[config.mk]
export PLATFORM = sky130hd
export DESIGN_NAME = mem_access_unit
export DESIGN_NICKNAME = d
export VERILOG_FILES = /design/src/rtl/mem_access_unit.sv
export SDC_FILE = /design/constraint.sdc
export NUM_CORES = 1
export LEC_CHECK = 0
export CAP_MARGIN = 30
export CORE_ASPECT_RATIO = 0.9
export CORE_UTILIZATION = 47
export CTS_CLUSTER_SIZE = 24
export DETAILED_ROUTE_END_ITERATION = 8
export PLACE_DENSITY = 0.82
export SLEW_MARGIN = 0
export SYNTH_ARGS = -nofsm -noshare
export SYNTH_HDL_FRONTEND = slang
export SYNTH_SLANG_ARGS = --single-unit
[constraint.sdc]
create_clock -name clk -period 2.6 [get_ports clk]
set_input_delay 0.39 -clock clk [delete_from_list [all_inputs] [get_ports clk]]
set_output_delay 0.39 -clock clk [all_outputs]
set_load 0.05 [all_outputs]
[src/rtl/mem_access_unit.sv]
// MEM-stage load/store unit: byte/half/word access, big-endian lanes, RMW sub-word stores.
// Define MEM_ACCESS_BOUNDS_CHECK_EN to fault requests with req_addr[31:ADDR_BITS] != 0.
module mem_access_unit #(
    parameter int ADDR_BITS = 10
) (
    input  logic        clk,
    input  logic        rst_n,
    input  logic        req_valid,
    output logic        req_ready,
    input  logic        req_we,
    input  logic [1:0]  req_size,
    input  logic        req_unsigned,
    input  logic [31:0] req_addr,
    input  logic [31:0] req_wdata,
    output logic        rsp_valid,
    output logic [31:0] rsp_data,
    output logic        exc_valid,
    output logic [1:0]  exc_cause,
    output logic [31:0] exc_addr,
    output logic        dm_read,
    output logic        dm_write,
    output logic [31:0] dm_addr,
    output logic [31:0] dm_wdata,
    input  logic [31:0] dm_rdata
);

`ifdef MEM_ACCESS_BOUNDS_CHECK_EN
    localparam bit BoundsEn = 1'b1;
`else
    localparam bit BoundsEn = 1'b0;
`endif

    typedef enum logic {IDLE, RMW_WR} state_e;

    state_e      state_q, state_d;
    logic [31:0] rmw_addr_q, rmw_addr_d;
    logic [31:0] rmw_data_q, rmw_data_d;
    logic        rsp_valid_d;
    logic [31:0] rsp_data_q, rsp_data_d;
    logic        exc_valid_d;
    logic [1:0]  exc_cause_q, exc_cause_d;
    logic [31:0] exc_addr_q, exc_addr_d;

    logic        is_byte, is_half, misalign, oob, fault;
    logic [1:0]  off;
    logic [31:0] word_addr, ld_ext, merged;
    logic [7:0]  ld_byte;
    logic [15:0] ld_half;

    always_comb begin
        is_byte   = (req_size == 2'b00);
        is_half   = (req_size == 2'b01);
        off       = req_addr[1:0];
        misalign  = (is_half & off[0]) | (~is_byte & ~is_half & (|off));
        oob       = BoundsEn & (|req_addr[31:ADDR_BITS]);
        fault     = misalign | oob;
        word_addr = {req_addr[31:2], 2'b00};
    end

    // Big-endian lanes: offset 0 is the most significant byte.
    always_comb begin
        ld_byte = dm_rdata[{~off, 3'b000} +: 8];
        ld_half = dm_rdata[{~off[1], 4'b0000} +: 16];
        merged  = dm_rdata;
        if (is_byte) begin
            merged[{~off, 3'b000} +: 8] = req_wdata[7:0];
        end else begin
            merged[{~off[1], 4'b0000} +: 16] = req_wdata[15:0];
        end
        unique case (1'b1)
            is_byte: ld_ext = {{24{~req_unsigned & ld_byte[7]}}, ld_byte};
            is_half: ld_ext = {{16{~req_unsigned & ld_half[15]}}, ld_half};
            default: ld_ext = dm_rdata;
        endcase
    end

    always_comb begin
        state_d     = state_q;
        rmw_addr_d  = rmw_addr_q;
        rmw_data_d  = rmw_data_q;
        rsp_valid_d = 1'b0;
        rsp_data_d  = rsp_data_q;
        exc_valid_d = 1'b0;
        exc_cause_d = exc_cause_q;
        exc_addr_d  = exc_addr_q;
        req_ready   = 1'b0;
        dm_read     = 1'b0;
        dm_write    = 1'b0;
        dm_addr     = 32'h0;
        dm_wdata    = 32'h0;
        unique case (state_q)
            IDLE: begin
                req_ready = 1'b1;
                if (req_valid) begin
                    if (fault) begin
                        exc_valid_d = 1'b1;
                        exc_cause_d = misalign ? (req_we ? 2'b10 : 2'b01) : 2'b11;
                        exc_addr_d  = req_addr;
                    end else if (!req_we) begin
                        dm_read     = 1'b1;
                        dm_addr     = word_addr;
                        rsp_valid_d = 1'b1;
                        rsp_data_d  = ld_ext;
                    end else if (is_byte || is_half) begin
                        req_ready  = 1'b0;
                        dm_read    = 1'b1;
                        dm_addr    = word_addr;
                        rmw_addr_d = word_addr;
                        rmw_data_d = merged;
                        state_d    = RMW_WR;
                    end else begin
                        dm_write = 1'b1;
                        dm_addr  = word_addr;
                        dm_wdata = req_wdata;
                    end
                end
            end
            RMW_WR: begin
                req_ready = 1'b1;
                dm_write  = 1'b1;
                dm_addr   = rmw_addr_q;
                dm_wdata  = rmw_data_q;
                state_d   = IDLE;
            end
            default: state_d = IDLE;
        endcase
        // Memory must see nothing while reset is held, even mid-RMW.
        if (!rst_n) begin
            dm_read  = 1'b0;
            dm_write = 1'b0;
            dm_addr  = 32'h0;
            dm_wdata = 32'h0;
        end
    end

    always_ff @(posedge clk or negedge rst_n) begin
        if (!rst_n) begin
            state_q     <= IDLE;
            rmw_addr_q  <= 32'h0;
            rmw_data_q  <= 32'h0;
            rsp_valid   <= 1'b0;
            rsp_data_q  <= 32'h0;
            exc_valid   <= 1'b0;
            exc_cause_q <= 2'b00;
            exc_addr_q  <= 32'h0;
        end else begin
            state_q     <= state_d;
            rmw_addr_q  <= rmw_addr_d;
            rmw_data_q  <= rmw_data_d;
            rsp_valid   <= rsp_valid_d;
            rsp_data_q  <= rsp_data_d;
            exc_valid   <= exc_valid_d;
            exc_cause_q <= exc_cause_d;
            exc_addr_q  <= exc_addr_d;
        end
    end

    assign rsp_data  = rsp_data_q;
    assign exc_cause = exc_cause_q;
    assign exc_addr  = exc_addr_q;

endmodule

### Word-level counts from Yosys, hierarchy flattened

Cells that the tools add are included.

| word-level totals | value |
|---|---|
| bits in registers | 131 |
| input bits | 103 |
| output and inout port bits | 135 |

| cells by class | value |
|---|---|
| $add $sub $neg | 2 |
| eq/ne operators | 1 |
| shift operators | 6 |
| multiplexer cells | 42 |
| bitwise gates (word level) | 14 |
| reduce and logical (&&, ||, !) cells | 6 |

Operators with widths:

| kind | count |
|---|---|
| $mux W32 | 9 |
| $pmux W32 S2 | 3 |
| $bwmux W32 | 2 |
| $shift A16 B7 Y32 const A | 1 |
| $shift A8 B7 Y32 const A | 1 |
| $shiftx A16 B7 Y32 | 1 |
| $shiftx A32 B6 Y16 | 1 |
| $shiftx A32 B6 Y8 | 1 |
| $shiftx A8 B7 Y32 | 1 |
| $mux W1 | 24 |
| $neg A5 Y7 | 2 |
| $not A1 Y1 | 7 |
| $pmux W1 S2 | 3 |
| $and A1 B1 Y1 | 5 |
| $reduce_and A5 Y1 | 1 |
| $reduce_and A4 Y1 | 1 |
| $reduce_and A3 Y1 | 1 |
| $eq A2 B1 Y1 const B | 1 |
| $logic_not A2 Y1 | 1 |
| $mux W2 | 1 |
| $not A2 Y2 | 1 |
| $reduce_or A2 Y1 | 1 |
| $logic_or A1 B1 Y1 | 1 |
| $or A1 B1 Y1 | 1 |

### Longest topological paths before layout

| logic depth | value |
|---|---|
| depth after elaboration | 9 |
| depth in mapped cells | 11 |

### Least setup slack after synthesis

OpenSTA, ideal clock, no wires.

| timing | value |
|---|---|
| path kind | input to output |
| start point | in req_addr[1] |
| end point | out dm_addr[10] |
| data arrival time | 2641 ps |
| data required time | 2210 ps |
| path slack | -431 ps |
| stages | 9 |
| path buffers | 3 |
| cells stage by stage | clkbuf_1 > clkinv_1 > clkbuf_1 > ha_1 > nor2b_1 > nor3_1 > clkbuf_1 > a22oi_1 > nor2b_1 |

| between the ends | value |
|---|---|
| word-level cells in the longest chain between the ends | 7 |

Ends and longest elaborated chain:

| element | RTL line | text |
|---|---|---|
| from (decl) | 13 | `input logic [31:0] req_addr,` |
| $reduce_or A2 Y1 | 54 | `misalign = (is_half & off[0]) \| (~is_byte & ~is_half & (\|off));` |
| $and A1 B1 Y1 | 54 |  |
| $or A1 B1 Y1 | 54 |  |
| $mux W32 | 95 | `if (fault) begin` |
| $mux W32 | 94 | `if (req_valid) begin` |
| $pmux W32 S2 | 91 | `unique case (state_q)` |
| $mux W32 | 128 | `if (!rst_n) begin` |
| to (decl) | 22 | `output logic [31:0] dm_addr,` |

No other way between the ends.

### Worst setup path in the final report

| timing | value |
|---|---|
| start point | in req_size[1] |
| end point | out dm_addr[10] |

| between the ends | value |
|---|---|
| word-level cells in the longest chain between the ends | 9 |
| elaborated cells on any way between the ends | 12 |
| classes of those cells | eq/ne (1); mux (4); bitwise (6); reduce/logical (1) |

Ends and longest elaborated chain:

| element | RTL line | text |
|---|---|---|
| from (decl) | 11 | `input logic [1:0] req_size,` |
| $eq A2 B1 Y1 or $logic_not A2 Y1 (tied branches) | 52, 51 |  |
| $not A1 Y1 | 54 |  |
| $and A1 B1 Y1 (2 in a row) | 54 |  |
| $or A1 B1 Y1 (*) | 54 |  |
| $mux W32 (*) | 95 |  |
| $mux W32 (*) | 94 |  |
| $pmux W32 S2 (*) | 91 |  |
| $mux W32 (*) | 128 |  |

Every way passes the cells marked *; elsewhere a longest branch is shown, timed or not.

==> results.cfg <==
[sta]
maxClockFrequency_mhz = 392
slew_headroom_pct = 27.4
slew_violations = 0
finalSetupViolCount = 0
fin_crit_sh_pct = 98.2
finClkSkew_ns = 0.00620
hold_viol_final = 0
rsz0062_at_grt = no
fin_ws_ns = 0.0467
worstMarginPinSlew_ns = 1.08
post-route-min-period_ns = 2.55

[grt]
grt_pass1_vias = 6846
grt_pass1_wl_um = 37400
antenna_found_initial = 0
gr-usage-all-layers_pct = 30.3
grt_max_degree = 63
grt_overflow_total = 0

[placement]
gp_congestion = 0.941
dp_hpwl_um = 17200
pre_cts_slack_ns = -0.0852
port_buffers = 235

[yosys]
synth_compound_area_share_pct = 19.3
synth_top_family_by_area = compound AO/OA/AOI/OAI gates
yosys.area.top_type = dfrtp_1
synth_edf_count = 0
synth_top_area_share_pct = 45.0
synthCells = 837
syn-cell-area_um2 = 7280
synthMuxAreaShare_pct = 9.93
synth_warnings = 0
ys_seq_area_share_pct = 45.0
synthArstFlopShare_pct = 100
synth-seq-cells = 131
yosys.area_share.xor_xnor_pct = 0
synth.distinct_cells = 44
synthAdderAreaFrac_pct = 1.03
syn_avg_cell_area_um2 = 8.70
synthSimpleGateAreaFrac_pct = 18.5
synthTopCellsByArea = dfrtp_1 (45%), nand2_1 (8.0%), mux2_2 (5.3%)
synth-main-ff-cell = dfrtp_1

[worst_setup_path]
crit_required_ns = 2.21
cp_slowest_cell = clkdlybuf4s50_1
crit_path_max_incr_delay_ns = 0.54
critPathTopFamily = buffers and inverters
cp_max_fo = 8
crit_buf_inv = 4
critical_path_arrival_ns = 2.16
path_class = primary input to output port
endpoint_kind = output port
startpoint_type = primary input
crit_chain = clkdlybuf4s50_1, and3b_1, nor3_4, buf_6, buf_12, a22oi_2, nor2b_4, buf_4

[power]
power_density_nw_per_um2 = 719
cellLeakagePower_nw = 4.84
power_w = 0.00788
ir_drop_v = 0.000746

[floorplan]
die_width_um = 133
core_area_um2 = 14900
start_util_pct = 48.8
die_area_um2 = 16000
row_count = 42
io_pins = 238
die_y_um = 120

[clock_tree]
cts-root-buf = clkbuf_16
clock_latency_ns = 0.42
htree_levels = 4
cts_max_path_buffers = 2
numCtsBuffers = 17
path_clk_slew_ns = 0.06
clock_sinks = 131
cts_tree = yes

[routing]
drtAntennaViolNets = 0
vias_per_cell = 5.63
finalWirelength_um = 24700
vias = 7268
first_iter_violations = 732
avgRoutedWirePerCell_um = 19.1
dr.pass1.iters = 6
drc = 0

[cells_and_area]
area_delta_synth_final_pct = 50.4
drive_above_1_share_pct = 22.5
fin_nets = 1189
n_antenna_cell = 0

[run]
maxCapViolCount = 0

[status]
status = completed

[min_path]
hp-class = primary input to async pin
timing repair:
item	CTS	global route
endpoints found under the hold margin	17	0
cloned	0	2
pin swaps	0	2
buffers inserted	0	2
hold buffers	1	0
setup endpoints to repair	29	33
resized for setup	7	32
sequential cells by signal, summed over array words and instances (netlist names):
register    count
exc_addr       32
rmw_data_q     32
rsp_data       32
rmw_addr_q     30
exc_cause       2
exc_valid       1
rsp_valid       1
state_q         1
cells by family after synthesis:
logic type / Yosys count
simple gates: 316
mux: 68
flops: 131
buf+inv: 104
other cells: 1
fa+ha+maj: 6
compound gates: 211
layer usage:
layer	part of all wire, %	track usage, %	vias up	wire (um)
met5	0	0	-	0
li1	-	-	3392	-
met1	43	41.7	3425	10500
met2	45	45.5	401	11000
met4	2.5	10.3	0	624
met3	10	9.04	50	2470
cell type report:
| type | instances | area (um2) |
|---|---|---|
| Clock buffer | 18 | 439 |
| Inverter | 37 | 140 |
| Sequential cell | 131 | 3280 |
| Clock inverter | 14 | 174 |
| Timing Repair Buffer | 290 | 2780 |
| Fill cell | 1083 | 3970 |
| Tap cell | 198 | 248 |
| Multi-Input combinational cell | 603 | 3890 |
per-stage QoR:
stage | instance area [um2] | util (%) | setup TNS [ns] | cells | hold slack (ns)
2_1_floorplan | 7500 | - | 0 | 838 | 0.0944
3_3_place_gp | 10100 | 67.8 | -0.106 | 1254 | 0.296
3_5_place_dp | 10100 | 67.8 | -2.12 | 1254 | 0.302
4_1_cts | 10800 | 72.1 | -0.434 | 1287 | 0.418
5_1_grt | 11000 | 73.4 | 0 | 1291 | 0.454
6_report | 11000 | 73.4 | 0 | 1291 | 0.417
power by group:
part | internal (W) | total (W) | switching, W
sequential | 0.00245 | 0.00271 | 0.000256
combinational | 0.000994 | 0.00266 | 0.00167
clock | 0.00154 | 0.00251 | 0.000967
path summary, 6_finish.rpt:
path | from | to | slack [ns] | depth (start not counted)
min | rst_n | rsp_data[26] | 0.42 | 2
min reg2reg | rmw_addr_q[31] | rmw_addr_q[31] | 0.49 | 2
min in group clk | rmw_addr_q[31] | rmw_addr_q[31] | 0.49 | 2
max reg2reg | state_q | rsp_data[10] | 0.57 | 4
max | req_size[1] | dm_addr[10] | 0.05 | 8
max in group asynchronous | rst_n | exc_addr[11] | 1.29 | 4
layout by cell type (no fill, tap or decap), drive strengths merged, types with 2 or more instances in the layout:
master	count
buf	118
a211oi	17
ha	6
or2	2
o31ai	16
clkinv	5
o211ai	4
inv	39
mux2	34
a221oi	8
conb	2
a22oi	30
dfrtp	131
nand3	15
clkbuf	20
a221o	7
a31oi	29
nor2	89
nor2b	36
clkdlybuf4s50	168
bufinv	3
clkinvlp	4
o21ai	67
and3	2
o22a	5
nor3	10
a21oi	21
mux2i	34
nand2	155
cell usage after synthesis, types with 15 or more instances:
master,number
a211oi_1,17
a21oi_1,21
a22oi_1,30
a31oi_1,29
clkbuf_1,51
dfrtp_1,131
inv_1,34
mux2_2,34
mux2i_1,34
nand2_1,155
nand3_1,15
nor2_1,89
nor2b_1,36
o21ai_0,67
o31ai_1,16
No activity file was read; power rests on OpenSTA's default activity.
